==> config.mk <==
export PLATFORM = sky130hd
export DESIGN_NAME = reg_block_copy
export DESIGN_NICKNAME = d
export VERILOG_FILES = /design/src/rtl/cpu_pkg.sv /design/src/rtl/addr_stepper.sv /design/src/rtl/reg_block_copy.sv
export SDC_FILE = /design/constraint.sdc
export NUM_CORES = 1
export LEC_CHECK = 0
export BUFFER_PORTS_ARGS = -buffer_cell sky130_fd_sc_hd__buf_2
export CAP_MARGIN = 20
export CORE_MARGIN = 3
export CORE_UTILIZATION = 59
export DETAILED_ROUTE_END_ITERATION = 8
export GPL_TIMING_DRIVEN = 0
export PLACE_DENSITY = 0.86
export SYNTH_ARGS = -nofsm -noshare
export SYNTH_HDL_FRONTEND = slang
export SYNTH_SLANG_ARGS = --single-unit
==> constraint.sdc <==
create_clock -name clk -period 8.4 [get_ports clk]
set_clock_uncertainty 0.1 [all_clocks]
set_input_delay 1.26 -clock clk [delete_from_list [all_inputs] [get_ports clk]]
set_output_delay 1.26 -clock clk [all_outputs]
set_load 0.01 [all_outputs]
==> src/rtl/cpu_pkg.sv <==
// Shared encodings for the block-move sequencer: operation modes, FSM states
// and default datapath widths.
package cpu_pkg;

  localparam int DEF_DATA_W = 4;
  localparam int DEF_ADDR_W = 4;

  typedef enum logic [1:0] {
    MODE_COPY  = 2'b00,
    MODE_FILL  = 2'b01,
    MODE_CLEAR = 2'b10,
    MODE_RSVD  = 2'b11
  } mode_e;

  typedef enum logic [1:0] {
    ST_IDLE   = 2'b00,
    ST_RUN    = 2'b01,
    ST_FINISH = 2'b10
  } state_e;

endpackage

==> src/rtl/addr_stepper.sv <==
// Current-address register for one side of a block move: loads a start
// address and steps by +/-1 with natural wrap at 2^ADDR_W.
module addr_stepper #(
  parameter int ADDR_W = 4
) (
  input  logic              clk,
  input  logic              rst_n,
  input  logic              load,
  input  logic [ADDR_W-1:0] load_val,
  input  logic              step,
  input  logic              down,
  output logic [ADDR_W-1:0] addr
);

  localparam logic [ADDR_W-1:0] ONE = ADDR_W'(1);

  logic [ADDR_W-1:0] addr_q, addr_d;

  always_comb begin
    addr_d = addr_q;
    if (load) begin
      addr_d = load_val;
    end else if (step) begin
      addr_d = down ? addr_q - ONE : addr_q + ONE;
    end
  end

  always_ff @(posedge clk) begin
    if (!rst_n) begin
      addr_q <= '0;
    end else begin
      addr_q <= addr_d;
    end
  end

  assign addr = addr_q;

endmodule

==> src/rtl/reg_block_copy.sv <==
// Block copy/fill/clear sequencer: walks a register-file range one element per
// cycle, choosing descending order for overlapping copies (memmove semantics).
module reg_block_copy
  import cpu_pkg::*;
#(
  parameter int DATA_W = DEF_DATA_W,
  parameter int ADDR_W = DEF_ADDR_W,
  parameter int LEN_W  = ADDR_W + 1
) (
  input  logic              clk,
  input  logic              rst_n,
  input  logic              start,
  input  logic [1:0]        mode,
  input  logic [ADDR_W-1:0] src,
  input  logic [ADDR_W-1:0] dst,
  input  logic [LEN_W-1:0]  len,
  input  logic [DATA_W-1:0] fill_val,
  output logic [ADDR_W-1:0] rd_addr,
  input  logic [DATA_W-1:0] rd_data,
  output logic              we,
  output logic [ADDR_W-1:0] wr_addr,
  output logic [DATA_W-1:0] wr_data,
  output logic              busy,
  output logic              done
);

  state_e            state_q, state_d;
  logic [LEN_W-1:0]  rem_q, rem_d;
  mode_e             mode_q, mode_d;
  logic [DATA_W-1:0] fill_q, fill_d;
  logic              desc_q, desc_d;

  logic [ADDR_W-1:0] diff, span, src_start, dst_start, cur_src, cur_dst;
  logic              desc_start, load, step;

  // A copy whose destination lies inside the source window must run top-down
  // so no source element is overwritten before it is read.
  assign diff       = dst - src;
  assign span       = ADDR_W'(len - LEN_W'(1));
  assign desc_start = (mode == MODE_COPY) && (dst != src) && (LEN_W'(diff) < len);
  assign src_start  = desc_start ? src + span : src;
  assign dst_start  = desc_start ? dst + span : dst;

  // Steppers are neither loaded for len=0 nor stepped on the final element, so
  // the read address keeps its last value outside RUN.
  assign load = (state_q == ST_IDLE) && start && (len != '0);
  assign step = (state_q == ST_RUN) && (rem_q != LEN_W'(1));

  addr_stepper #(.ADDR_W(ADDR_W)) u_src_step (
    .clk      (clk),
    .rst_n    (rst_n),
    .load     (load),
    .load_val (src_start),
    .step     (step),
    .down     (desc_q),
    .addr     (cur_src)
  );

  addr_stepper #(.ADDR_W(ADDR_W)) u_dst_step (
    .clk      (clk),
    .rst_n    (rst_n),
    .load     (load),
    .load_val (dst_start),
    .step     (step),
    .down     (desc_q),
    .addr     (cur_dst)
  );

  assign rd_addr = cur_src;

  always_comb begin
    state_d = state_q;
    rem_d   = rem_q;
    mode_d  = mode_q;
    fill_d  = fill_q;
    desc_d  = desc_q;
    we      = 1'b0;
    wr_addr = '0;
    wr_data = '0;
    busy    = 1'b0;
    done    = 1'b0;
    unique case (state_q)
      ST_IDLE: begin
        if (start) begin
          mode_d  = mode_e'(mode);
          fill_d  = fill_val;
          desc_d  = desc_start;
          rem_d   = len;
          state_d = (len == '0) ? ST_FINISH : ST_RUN;
        end
      end
      ST_RUN: begin
        busy    = 1'b1;
        we      = 1'b1;
        wr_addr = cur_dst;
        wr_data = (mode_q == MODE_COPY) ? rd_data :
                  (mode_q == MODE_FILL) ? fill_q  : '0;
        rem_d   = rem_q - LEN_W'(1);
        if (rem_q == LEN_W'(1)) begin
          state_d = ST_FINISH;
        end
      end
      ST_FINISH: begin
        busy    = 1'b1;
        done    = 1'b1;
        state_d = ST_IDLE;
      end
      default: state_d = ST_IDLE;
    endcase
  end

  always_ff @(posedge clk) begin
    if (!rst_n) begin
      state_q <= ST_IDLE;
      rem_q   <= '0;
      mode_q  <= MODE_COPY;
      desc_q  <= 1'b0;
    end else begin
      state_q <= state_d;
      rem_q   <= rem_d;
      mode_q  <= mode_d;
      desc_q  <= desc_d;
    end
  end

  always_ff @(posedge clk) begin
    fill_q <= fill_d;
  end

endmodule

-- Yosys cells after proc, flatten, opt, wreduce, memory -nomap -nowiden
Cells that the tools add are included.
- flip-flop bits (word level): 22
- latch bits: 0
- RAM bits: 0
- bits in read-only memories: 0
- bits of input ports: 26
- output and inout port bits: 15
- word-level logic and storage cells: 62
- memories kept: 0
- $add $sub $neg: 9
- multiply operators: 0
- div/mod/pow operators: 0
- $lt $le $gt $ge: 1
- eq/ne operators: 8
- shift operators: 0
- mux-type cells: 21
- bitwise operators: 0
- reduce and logical (&&, ||, !) cells: 16
- operators with widths (cell ; number):
    $mux W4 ; 12
    $sub A4 B1 Y4 const B ; 3
    $pmux W5 S2 ; 1
    $add A4 B1 Y4 const B ; 2
    $add A4 B4 Y4 ; 2
    $logic_not A2 Y1 ; 3
    $mux W2 ; 3
    $reduce_and A2 Y1 ; 3
    $eq A5 B1 Y1 const B ; 1
    $logic_and A1 B1 Y1 ; 5
    $logic_not A5 Y1 ; 1
    $lt A4 B5 Y1 ; 1
    $mux W5 ; 1
    $ne A5 B1 Y1 const B ; 1
    $reduce_bool A5 Y1 ; 1
    $sub A5 B1 Y5 const B ; 1
    $eq A2 B1 Y1 const B ; 2
    $ne A4 B4 Y1 ; 1
    $pmux W2 S2 ; 1
    $reduce_bool A2 Y1 ; 2
    $sub A4 B4 Y4 ; 1
    $mux W1 ; 3
    $eq A2 B2 Y1 const B ; 1
    $ne A2 B1 Y1 const B ; 1
    2 further kinds ; 2

-- Longest topological paths before layout
- depth in word-level cells: 5
- depth in mapped cells: 13
- mapped depth without buffers: 12

-- By module
A second synthesis with hierarchy kept.
- cell total of the unflattened synthesis: 220
- area, all modules: 2011.9 um2
- by module, submodules not included (module ; instances ; cells an instance ; area an instance (um2) ; sequential area each (um2)):
    reg_block_copy ; 1 ; 152 ; 1398.8 ; 320.3
    addr_stepper ; 2 ; 34 ; 306.5 ; 80.1

-- Worst setup path before layout
No wires, ideal clock.
- path kind: input to register
- start point: input port src[1]
- end point: register u_dst_step.addr_q[3], in the netlist u_dst_step.addr[3]
- library setup time: 0.122 ns
- data arrival time: 3.377 ns
- data required time: 8.178 ns
- setup slack: 4.801 ns
- stages on the path: 12
- buffers on the path: 1
- cells stage by stage: inv_1 -> ha_1 -> a21o_1 -> a21oi_1 -> xnor2_1 -> ha_1 -> nor3_1 -> or3_1 -> o211ai_2 -> buf_6 -> nor3_1 -> o311a_1
- word-level cells in the longest chain between the ends: 5
- elaborated cells on any way between the ends: 7
- classes of those cells: add/sub (1); order compare (1); eq/ne (1); mux (2); reduce/logical (2)
- ends and longest elaborated chain (what ; RTL line ; text):
    start, declared ; reg_block_copy.sv:14 ; input logic [ADDR_W-1:0] src,
    $sub A4 B4 Y4 / $ne A4 B4 Y1 (equally long branches) ; reg_block_copy.sv:38, reg_block_copy.sv:40 ;
    $lt A4 B5 Y1 / $logic_and A1 B1 Y1 (equally long branches) ; reg_block_copy.sv:40 ; assign desc_start = (mode == MODE_COPY) && (dst != src) && (LEN_W'(diff) < len);
    $logic_and A1 B1 Y1 * ; reg_block_copy.sv:40 ;
    $mux W4 * ; reg_block_copy.sv:42 ; assign dst_start = desc_start ? dst + span : dst;
    $mux W4 * ; addr_stepper.sv:21 ; if (load) begin
    end signal, assigned ; addr_stepper.sv:32 ; addr_q <= addr_d;
    end, declared ; addr_stepper.sv:17 ; logic [ADDR_W-1:0] addr_q, addr_d;
Mark *: on every way between the ends. The rest lies on a longest branch, timed or not.
A chain may end at the register's enable or synchronous reset.

-- Final worst setup path
- start point: input port src[1]
- end point: register u_src_step.addr_q[1], in the netlist u_src_step.addr[1]
- word-level cells in the longest chain between the ends: 5
- elaborated cells on any way between the ends: 8
- classes of those cells: add/sub (2); order compare (1); eq/ne (1); mux (2); reduce/logical (2)
- ends and longest elaborated chain (what ; RTL line ; text):
    $sub A4 B4 Y4 / $ne A4 B4 Y1 (equally long branches) ; reg_block_copy.sv:38, reg_block_copy.sv:40 ;
    $lt A4 B5 Y1 / $logic_and A1 B1 Y1 (equally long branches) ; reg_block_copy.sv:40 ;
    $logic_and A1 B1 Y1 ; reg_block_copy.sv:40 ;
    $mux W4 * ; reg_block_copy.sv:41 ; assign src_start = desc_start ? src + span : src;
    $mux W4 * ; addr_stepper.sv:21 ;
    end signal, assigned ; addr_stepper.sv:32 ;
    end, declared ; addr_stepper.sv:17 ;
Marks and branches as above.

==> impl_metrics.py <==
metrics = {
    "status": {
        "status": "completed",
    },
    "yosys": {
        "syn_area_mm2": 0.00189,
        "synth_nets": 263,
        "ys_types": 45,
        "synth-xor-area-share": 0.0602,
        "synth-edff-count": 4,
        "yosysWarnings": 0,
        "synth-simple-area-share": 0.134,
        "synth_top_family_by_area": "compound AO/OA/AOI/OAI gates",
        "ys_seq_elements": 22,
        "synthAdderAreaFrac": 0.205,
        "ys.flop_type": "dfxtp_1",
        "synth_mux_area_frac": 0.0642,
        "yosysSeqAreaShare": 0.254,
        "synthArstFlopShare": 0,
        "synth_compound_area_frac": 0.211,
        "syn_avg_cell_area_um2": 9.05,
        "syn_inst": 209,
    },
    "placed_design": {
        "hpwl_mm": 3.21,
        "dp.cells": 291,
        "gp_congestion": 0.801,
        "place_ws_ns": 4.46,
        "io_buffers": 40,
    },
    "power": {
        "pwr_density_cell_mw_per_mm2": 160,
        "finalPower_w": 0.000349,
        "ir_drop_mv": 0.103,
        "leakagePower_nw": 1.01,
    },
    "cells_and_area": {
        "syn2layout_area_growth_pct": 15.3,
        "fin_util": 0.752,
        "nFillCells": 217,
        "layout-drive-gt1-share": 0.221,
        "multiInputGateArea_mm2": 0.00128,
        "regArea_um2": 480,
        "antennaDiodeCount": 0,
        "fin_nets": 308,
        "instances_no_fill": 295,
    },
    "timing": {
        "worst_slack_ns": 4.80,
        "min_period_ns": 3.60,
        "rsz0062_at_grt": "no",
        "finalHoldViolCount": 0,
        "setup_viol": 0,
        "tns_ns": 0,
        "report.final.slew_viol_count": 0,
        "fmax_mhz": 277,
        "fin_crit_sh": 0.429,
        "tightest_slew_ns": 0.599,
        "slew_headroom": 0.601,
    },
    "routing": {
        "drt_iter0_markers": 105,
        "via_per_inst": 5.64,
        "drt_first_pass_iters": 4,
        "avgRoutedWirePerCell_um": 13.4,
        "drc": 0,
        "drt-total-wl_mm": 3.96,
        "route.vias.total": 1665,
        "postRouteAntennaNets": 0,
    },
    "worst_setup_path": {
        "path_max_fanout": 10,
        "cp.arrival_ns": 3.68,
        "start_kind": "input pin",
        "crit_type": "input pin to flop",
        "startpoint": "src[1]",
        "endpoint": "u_src_step.addr[1]$_SDFFE_PN0P_",
        "ff2ff_path_depth": 7,
        "r2r_slack_ns": 6.38,
        "reg2reg_from": "rem_q[0]$_SDFFE_PN0P_",
        "reg2reg_to": "state_q[0]$_SDFFE_PN0P_",
        "crit_required_ns": 8.48,
        "end_kind": "flop",
    },
    "clocking": {
        "max-clock-path-buffers": 2,
        "clk_pin_slew_ns": 0.12,
        "clock_latency_ns": 0.31,
        "cts_buffers": 3,
        "hold_buffers": 0,
        "clock-sinks": 22,
        "clockRootBuffer": "clkbuf_4",
        "cts_tree": "yes",
        "cts_setup_buffers": 0,
        "htreeDepth": 1,
        "post_cts_resized": 0,
    },
    "die": {
        "initial_core_util": 0.652,
        "rows": 19,
        "dieArea_mm2": 0.00392,
        "die_x_um": 62.6,
        "die_y_um": 62.6,
        "core_area_mm2": 0.00290,
        "num_io_pins": 41,
    },
    "global_routing": {
        "overflow": 0,
        "grt_max_degree": 13,
        "grt_pass1_vias": 1622,
        "grt_pass1_wl_mm": 6.96,
        "antenna_found_initial": 0,
        "grt_use_total": 0.215,
    },
    "job": {
        "maxCapViolCount": 0,
    },
    "worst_hold_path": {
        "hold_path.class": "flop to flop",
    },
}
==> worst min-delay path by stage <==
stage                            from                      to  slack, ns  cells after the start
3_5_place_dp   mode_q[1]$_SDFFE_PN0P_  mode_q[1]$_SDFFE_PN0P_       0.35                      2
6_report       mode_q[1]$_SDFFE_PN0P_  mode_q[1]$_SDFFE_PN0P_       0.36                      2
3_3_place_gp   mode_q[1]$_SDFFE_PN0P_  mode_q[1]$_SDFFE_PN0P_       0.34                      2
5_1_grt        mode_q[1]$_SDFFE_PN0P_  mode_q[1]$_SDFFE_PN0P_       0.39                      2
4_1_cts        mode_q[1]$_SDFFE_PN0P_  mode_q[1]$_SDFFE_PN0P_       0.37                      2
2_1_floorplan  mode_q[1]$_SDFFE_PN0P_  mode_q[1]$_SDFFE_PN0P_       0.33                      2
==> cell type report <==
class,count,area share
Inverter,23,0.0396
Buffer,8,0.0218
Clock buffer,4,0.0166
Sequential cell,22,0.220
Tap cell,42,0.0241
Multi-Input combinational cell,156,0.586
Timing Repair Buffer,40,0.0918
==> synthesized netlist by cell type, types with 3 or more instances <==
master     n  area [um2]
ha_1      23         288
inv_1     23        86.3
dfxtp_1   18         360
nor2_1    18        67.6
a21oi_1   14        70.1
mux2i_1   11         110
a211oi_1  10        75.1
o21ai_0    9        45.0
xnor2_1    7        61.3
nor3_1     6        30.0
xor2_1     6        52.6
fa_1       5         100
nand2_1    5        18.8
and2_1     4        25.0
clkbuf_1   4        15.0
edfxtp_1   4         120
o21a_1     4        30.0
a21o_1     3        22.5
==> critical path, stage by stage <==
cell      delay, ns
buf_2          0.13
inv_1          0.09
ha_1           0.31
a21o_1         0.16
a21oi_1        0.17
xnor2_1        0.16
ha_1           0.26
nor3_1         0.06
or3_1          0.35
o211ai_2       0.20
buf_6          0.19
mux2i_1        0.26
a211oi_1       0.11
==> metrics by stage <==
step | hold slack (ns) | area (um2)
after detailed placement | 0.348 | 2140
after CTS | 0.365 | 2180
after global placement | 0.342 | 2140
final | 0.365 | 2180
after floorplan | 0.331 | 1890
after global routing | 0.390 | 2180
==> layout by cell type, fill, tap and decap left out, types with 6 or more instances in the layout <==
cell type,instances
a211oi_1,10
buf_2,42
nor2_1,18
a21oi_1,14
nor3_1,6
mux2i_1,11
xnor2_1,7
xor2_1,6
ha_1,23
inv_1,23
dfxtp_1,18
o21ai_0,9
==> power breakdown <==
part | total [W] | internal [W] | switching (W) | leakage, nW
combinational | 0.000154 | 0.0000690 | 0.0000855 | 0.802
sequential | 0.000137 | 0.000123 | 0.0000135 | 0.187
clock | 0.0000583 | 0.0000265 | 0.0000318 | 0.0210
total | 0.000349 | 0.000218 | 0.000131 | 1.01
==> layer usage <==
metal / global-route usage / vias up / part of all wire
li1: - / 837 / -
met1: 0.284 / 787 / 0.46
met2: 0.352 / 31 / 0.48
met3: 0.0432 / 10 / 0.036
met4: 0.0661 / 0 / 0.025
met5: 0 / - / 0
==> cell families (layout without fill, tap and decap cells) <==
kind of cell / Yosys count / in the layout
AO/OA/AOI/OAI: 53 / 53
XOR/XNOR: 13 / 13
adder cells (fa/ha/maj): 28 / 28
buffers and inverters: 31 / 75
flip-flops: 22 / 22
multiplexers: 12 / 12
AND/OR/NAND/NOR: 50 / 50
==> flip-flops by register name, summed over array words and instances, names as in the netlist <==
name,count
u_src_step.addr,4
state_q,2
mode_q,2
rem_q,5
fill_q,4
desc_q,1
u_dst_step.addr,4
No activity file was read; power rests on OpenSTA's default activity.
